### config.mk
export PLATFORM = sky130hd
export DESIGN_NAME = id_ex_stage
export DESIGN_NICKNAME = d
export VERILOG_FILES = /design/src/rtl/cpu_defs.sv /design/src/rtl/id_ex_stage_hazard_detect.sv /design/src/rtl/id_ex_stage.sv
export SDC_FILE = /design/constraint.sdc
export NUM_CORES = 1
export LEC_CHECK = 0
export ABC_CLOCK_PERIOD_IN_PS = 3900
export BUFFER_PORTS_ARGS = -buffer_cell sky130_fd_sc_hd__clkbuf_2
export CORE_ASPECT_RATIO = 1.1
export CORE_MARGIN = 8
export CORE_UTILIZATION = 37
export CTS_CLUSTER_SIZE = 8
export DETAILED_ROUTE_END_ITERATION = 6
export PLACE_DENSITY = 0.74
export SKIP_CTS_REPAIR_TIMING = 1
export SLEW_MARGIN = 20
export SYNTH_ARGS = -nofsm -noshare
export SYNTH_HDL_FRONTEND = slang
export SYNTH_SLANG_ARGS = --single-unit
### constraint.sdc
create_clock -name clk_i -period 3.9 [get_ports clk_i]
set_input_delay 0.39 -clock clk_i [delete_from_list [all_inputs] [get_ports clk_i]]
set_output_delay 0.39 -clock clk_i [all_outputs]
set_load 0.05 [all_outputs]
### src/rtl/cpu_defs.sv
// Shared definitions for the 5-stage MIPS core: control-word bit positions,
// ALUOp encodings and the EX-stage control bundle carried through ID/EX.
package cpu_defs;

  localparam int CTRL_W_DEF     = 10;
  localparam int CTRL_ALUOP_HI  = 9;
  localparam int CTRL_ALUOP_LO  = 8;
  localparam int CTRL_REGDST    = 7;
  localparam int CTRL_ALUSRC    = 6;
  localparam int CTRL_MEMTOREG  = 5;
  localparam int CTRL_REGWRITE  = 4;
  localparam int CTRL_MEMWRITE  = 3;
  localparam int CTRL_MEMREAD   = 2;
  localparam int CTRL_BRANCH    = 1;
  localparam int CTRL_JUMP      = 0;

  localparam logic [1:0] ALUOP_ADD   = 2'b00;
  localparam logic [1:0] ALUOP_SUB   = 2'b01;
  localparam logic [1:0] ALUOP_OR    = 2'b10;
  localparam logic [1:0] ALUOP_RTYPE = 2'b11;

  typedef struct packed {
    logic [1:0] alu_op;
    logic       reg_dst;
    logic       alu_src;
    logic       mem_to_reg;
    logic       reg_write;
    logic       mem_write;
    logic       mem_read;
  } ex_ctrl_t;

  // Branch and Jump are resolved in ID, so only the upper eight bits travel on.
  function automatic ex_ctrl_t to_ex_ctrl(input logic [CTRL_W_DEF-1:CTRL_MEMREAD] c);
    ex_ctrl_t r;
    r.alu_op     = c[CTRL_ALUOP_HI:CTRL_ALUOP_LO];
    r.reg_dst    = c[CTRL_REGDST];
    r.alu_src    = c[CTRL_ALUSRC];
    r.mem_to_reg = c[CTRL_MEMTOREG];
    r.reg_write  = c[CTRL_REGWRITE];
    r.mem_write  = c[CTRL_MEMWRITE];
    r.mem_read   = c[CTRL_MEMREAD];
    return r;
  endfunction

endpackage

### src/rtl/id_ex_stage_hazard_detect.sv
// Load-use hazard detector: a valid load in EX whose destination (rt, non-zero)
// is read by the instruction currently in ID.
module hazard_detect #(
  parameter int REG_AW = 5
) (
  input  logic              ex_mem_read_i,
  input  logic              ex_valid_i,
  input  logic [REG_AW-1:0] ex_rt_addr_i,
  input  logic [REG_AW-1:0] id_rs_addr_i,
  input  logic [REG_AW-1:0] id_rt_addr_i,
  output logic              hz_o
);

  assign hz_o = ex_mem_read_i & ex_valid_i & (ex_rt_addr_i != '0) &
                ((ex_rt_addr_i == id_rs_addr_i) | (ex_rt_addr_i == id_rt_addr_i));

endmodule

### src/rtl/id_ex_stage.sv
// ID/EX pipeline register with load-use bubble insertion, squash handling
// and a saturating count of inserted hazard bubbles.
module id_ex_stage
  import cpu_defs::*;
#(
  parameter int DATA_W = 32,
  parameter int REG_AW = 5,
  parameter int CTRL_W = 10,
  parameter int CNT_W  = 16
) (
  input  logic              clk_i,
  input  logic              rst_i,
  input  logic [CTRL_W-1:0] ctrl_i,
  input  logic              flush_i,
  input  logic [DATA_W-1:0] rs_data_i,
  input  logic [DATA_W-1:0] rt_data_i,
  input  logic [DATA_W-1:0] imm_i,
  input  logic [REG_AW-1:0] rs_addr_i,
  input  logic [REG_AW-1:0] rt_addr_i,
  input  logic [REG_AW-1:0] rd_addr_i,
  output logic              stall_o,
  output logic [1:0]        ex_alu_op_o,
  output logic              ex_reg_dst_o,
  output logic              ex_alu_src_o,
  output logic              ex_mem_to_reg_o,
  output logic              ex_reg_write_o,
  output logic              ex_mem_write_o,
  output logic              ex_mem_read_o,
  output logic [DATA_W-1:0] ex_rs_data_o,
  output logic [DATA_W-1:0] ex_rt_data_o,
  output logic [DATA_W-1:0] ex_imm_o,
  output logic [REG_AW-1:0] ex_rs_addr_o,
  output logic [REG_AW-1:0] ex_rt_addr_o,
  output logic [REG_AW-1:0] ex_rd_addr_o,
  output logic              ex_valid_o,
  output logic [CNT_W-1:0]  stall_cnt_o
);

  ex_ctrl_t          ctrl_q, ctrl_d;
  logic              valid_q, valid_d;
  logic [DATA_W-1:0] rs_data_q, rt_data_q, imm_q;
  logic [REG_AW-1:0] rs_addr_q, rt_addr_q, rd_addr_q;
  logic [CNT_W-1:0]  cnt_q, cnt_d;
  logic              hz;
  logic              unused_branch_jump;

  assign unused_branch_jump = |ctrl_i[CTRL_BRANCH:CTRL_JUMP];

  hazard_detect #(.REG_AW(REG_AW)) u_hazard_detect (
    .ex_mem_read_i (ctrl_q.mem_read),
    .ex_valid_i    (valid_q),
    .ex_rt_addr_i  (rt_addr_q),
    .id_rs_addr_i  (rs_addr_i),
    .id_rt_addr_i  (rt_addr_i),
    .hz_o          (hz)
  );

  // A squashed instruction is discarded anyway, so it must not hold the front end.
  assign stall_o = hz & ~flush_i;

  always_comb begin
    ctrl_d  = '0;
    valid_d = 1'b0;
    cnt_d   = cnt_q;
    if (!(flush_i || hz)) begin
      ctrl_d  = to_ex_ctrl(ctrl_i[CTRL_W_DEF-1:CTRL_MEMREAD]);
      valid_d = 1'b1;
    end
    if (stall_o && (cnt_q != '1)) begin
      cnt_d = cnt_q + 1'b1;
    end
  end

  always_ff @(posedge clk_i or posedge rst_i) begin
    if (rst_i) begin
      ctrl_q    <= '0;
      valid_q   <= 1'b0;
      rs_data_q <= '0;
      rt_data_q <= '0;
      imm_q     <= '0;
      rs_addr_q <= '0;
      rt_addr_q <= '0;
      rd_addr_q <= '0;
      cnt_q     <= '0;
    end else begin
      ctrl_q    <= ctrl_d;
      valid_q   <= valid_d;
      rs_data_q <= rs_data_i;
      rt_data_q <= rt_data_i;
      imm_q     <= imm_i;
      rs_addr_q <= rs_addr_i;
      rt_addr_q <= rt_addr_i;
      rd_addr_q <= rd_addr_i;
      cnt_q     <= cnt_d;
    end
  end

  assign ex_alu_op_o     = ctrl_q.alu_op;
  assign ex_reg_dst_o    = ctrl_q.reg_dst;
  assign ex_alu_src_o    = ctrl_q.alu_src;
  assign ex_mem_to_reg_o = ctrl_q.mem_to_reg;
  assign ex_reg_write_o  = ctrl_q.reg_write;
  assign ex_mem_write_o  = ctrl_q.mem_write;
  assign ex_mem_read_o   = ctrl_q.mem_read;
  assign ex_rs_data_o    = rs_data_q;
  assign ex_rt_data_o    = rt_data_q;
  assign ex_imm_o        = imm_q;
  assign ex_rs_addr_o    = rs_addr_q;
  assign ex_rt_addr_o    = rt_addr_q;
  assign ex_rd_addr_o    = rd_addr_q;
  assign ex_valid_o      = valid_q;
  assign stall_cnt_o     = cnt_q;

endmodule

==> out/results.txt <==
The post-placement worst setup slack came out at 1.591 ns. The run gives 17 as the number of buffers inserted during clock tree synthesis. The number of levels the H-tree was split into was 4. Switching fraction of total power: 0.2484. The startpoint identified for the worst register-to-register timing path is ex_rt_addr_o[0]. Critical path endpoint: stall_o. The number of enable flip-flop cells after synthesis is 0, and the highest fanout seen on the critical path is 17.

Between clock sinks in the finished design, the worst skew comes to 0.008131 ns. The first global-routing pass estimated 17.56 mm of wire. The total power divided by cell area works out to 602.6 mW/mm^2. The critical path in this run is classified as flip-flop to primary output. The adder and majority cell fraction of the synthesized area was 0.003091. At the pin with the least slew margin, the transition time is 0.7611 ns. The number of antenna violations at the first check in global routing was 0.

The post-detailed-route wirelength per cell came out at 17.78 um. The starting density of the core is 0.3744, and the die outline width is 115.7 um. In this run the worst setup path begins at ex_rt_addr_o[0].

In the synthesized netlist, the cells that appear most often are dfrtp_1 (136), xnor2_1 (25), nand2_1 (9), nand3_1 (9). The number of global-route vias before repair is 3159. The layout overhead on the synthesized area was 53.38%. The final layout contains 626 nets. The XOR/XNOR share of the synthesized area was 0.05410; the final count of hold timing violations was 0.

The fraction of layout cells with a size suffix above 1 came out at 0.5801. The run finished with clean final reports. The floorplan step defined a core boundary enclosing 0.01081 sq mm.

The clock net in this run drives a total of 136 sinks. The relative contribution of combinational cells to total power came out at 0.119. The synthesized area per cell is 17.99 sq um, and the complex-gate fraction of the synthesized area is 0.01855. Summed over all layers, the global routing overflow is 0.

TritonCTS built the clock tree. The path category of the worst min-delay check was primary input to async pin. Via density per instance: 4.316. The area share of the leading cell type in the synthesized netlist was 0.8408; the worst reg-to-reg setup slack was 1.92 ns.

In this run the count of I/O pins placed on the die edge is 261. Combined area of all synthesized cells: 0.004048 sq mm. Dominant register cell in the synthesized netlist: dfrtp_1.

The run gives 0.479 as the portion of total power attributed to the clock network. The count of nets left with antenna violations once routing finished came out at 0. The clock root buffer was clkbuf_16. The data arrival time of the critical path was 2.27 ns; the insertion delay to the later sink of the worst-skew pair was 0.39 ns.

The maximum number of pins on one net before global-route repair is 110. The worst setup path is captured at a primary output. In the post-synthesis netlist, the cell with the most instances is dfrtp_1. The cell count of the worst reg-to-reg path is 5. By area, the combinational part of the netlist is dominated by simple AND/OR/NAND/NOR gates.

For the number of synthesis warnings, the log shows 0. The sequential fraction of the synthesis area was 0.8408. The area fraction in and, or, nand and nor cells after synthesis was 0.07573; the worst-case hold slack was 0.04663 ns.

The run gives 0.403 as the sequential cell fraction of total power. Count of unique library cells instantiated by Yosys: 28. Timing would allow up to 0.3754 GHz.

The reported max-cap violation count is 0. The number of DRC markers after the initial detailed-route iteration is 99, and the number of standard-cell rows in the floorplan is 40. Port buffering added 258 buffers.

The tools report the deepest clock path buffer count as 2. After routing, the total negative slack on setup checks comes to 0 ns. The highest ir drop seen on vdd is 283.8 uV, and the final RePlAce weighted congestion is 0.8031. The tools report the endpoint of the worst-slack reg-to-reg timing path as stall_cnt_o[1].

The flip-flop and latch count after synthesis was 136. The total inserted antenna cells came out at 0. The multiplexer fraction of the synthesized cell area is 0.002782, and the total vias in the final route is 2844.

The run gives 2.812 mW as the internal power. Sorting the synthesized cells by area gives the leading types as dfrtp_1 (84%), xnor2_1 (5.4%), and2_1 (1.2%). Setup violations remaining at the end of the flow were counted as 0.

The logs give 3.205 nW for the static leakage and 225 for the count of mapped cells out of synthesis. Of all cell types, the one taking the most synthesized area is dfrtp_1. The y dimension of the die works out to 125.7 um.

Subtracting the final worst setup slack from the clock period gives 2.664 ns. Setup repair after global routing left no endpoint under its margin. For the number of slew-limit violations in the final report, the log shows 0. At the worst endpoint, the required time is 3.51 ns. The final clock period utilization by the worst path is 0.6830. The slack of the critical path is 1.236 ns, and the clock-pin slew reported for the worst setup and hold paths after clock tree synthesis is 0.06 ns.

STA classifies the critical path startpoint as a flip-flop. Summed over all nets, the switching power comes to 0.9292 mW. The logs give 0.1605 for the all-layer global routing usage and 0.4926 for the relative slew slack.

In the routed design, unresolved DRC markers number 0. Before antenna repair, the detailed router went through 4 iterations. The final wirelength is 11.72 mm, and the net count after synthesis is 350. The run gives 9.505 mm as the post-DP HPWL.

Async set or reset register ratio after synthesis: 1.000. The floorplan step defined a die boundary enclosing 0.01455 sq mm.
worst max-delay path, cell delays in order, from the launching register on:
cell and delay (ns):
dfrtp_1 0.43, xnor2_1 0.20, nand3_1 0.11, o22ai_2 0.65
nand2_1 0.10, nor2_1 0.11, clkbuf_2 0.29
metal layers:
metal,global-route usage,routed length [um]
met5,0,0
met1,0.1631,4052
met3,0.07218,1395
met4,0.05882,146
met2,0.2812,6122
power groups by stage:
| stage | registers (mW) | clock network (mW) | logic [mW] |
|---|---|---|---|
| floorplan | 1.77 | 0 | 0.0491 |
| global placement | 1.53 | 0 | 0.446 |
| global route | 1.51 | 1.89 | 0.467 |
| CTS | 1.51 | 1.83 | 0.453 |
| finish | 1.51 | 1.79 | 0.444 |
| detailed placement | 1.53 | 0 | 0.452 |
registers in the layout, summed over array words and instances (netlist names):
| signal | flops |
|---|---|
| ex_alu_op_o | 2 |
| ex_alu_src_o | 1 |
| ex_imm_o | 32 |
| ex_mem_read_o | 1 |
| ex_mem_to_reg_o | 1 |
| ex_mem_write_o | 1 |
| ex_rd_addr_o | 5 |
| ex_reg_dst_o | 1 |
| ex_reg_write_o | 1 |
| ex_rs_addr_o | 5 |
| ex_rs_data_o | 32 |
| ex_rt_addr_o | 5 |
| ex_rt_data_o | 32 |
| ex_valid_o | 1 |
| stall_cnt_o | 16 |
cells in the final DEF, fill, tap and decap left out, drive strengths merged, types with 2 or more instances in the layout:
cell	instances
nand2	10
clkbuf	277
and4	2
clkinvlp	2
a21oi	2
clkinv	3
and3	2
bufinv	6
nand4	8
nand4b	3
dfrtp	136
and2	8
nor3	3
nor2	3
xnor2	25
inv	2
nand3	9
worst min-delay path by stage:
stage / slack, ns / to / from
2_1_floorplan: 0.42 / ex_imm_o[0] / imm_i[0]
3_3_place_gp: 0.46 / ex_rs_data_o[0] / rst_i
3_5_place_dp: 0.47 / ex_rs_data_o[0] / rst_i
4_1_cts: 0.05 / ex_imm_o[30] / rst_i
5_1_grt: 0.07 / ex_rs_data_o[0] / rst_i
6_report: 0.05 / ex_rs_data_o[0] / rst_i
metrics by stage:
step	total power, mW	area [sq um]	util	instances
6_report	3.741	6208	0.5743	659
5_1_grt	3.873	6208	0.5743	659
4_1_cts	3.790	6208	0.5743	659
3_5_place_dp	1.985	5537	0.5122	629
3_3_place_gp	1.976	5537	0.5122	629
2_1_floorplan	1.822	4051	-	225
final cells by class:
type,count,area (sq um)
clock buffer,19,452.9
sequential,136,3403
clock inverter,11,219.0
timing repair buffer,259,1311
multi-input combinational,85,624.3
inverter,2,13.76
fill,934,4602
tap,147,183.9
logic make-up after synthesis:
kind of cell               count (synthesis)
muxes                                      1
adders and majority gates                  1
and+or+nand+nor                           53
buffers and inverters                      4
xor gates and xnor gates                  25
DFF                                      136
AOI/OAI and AO/OA                          5
(Power assumes the default switching activity.)
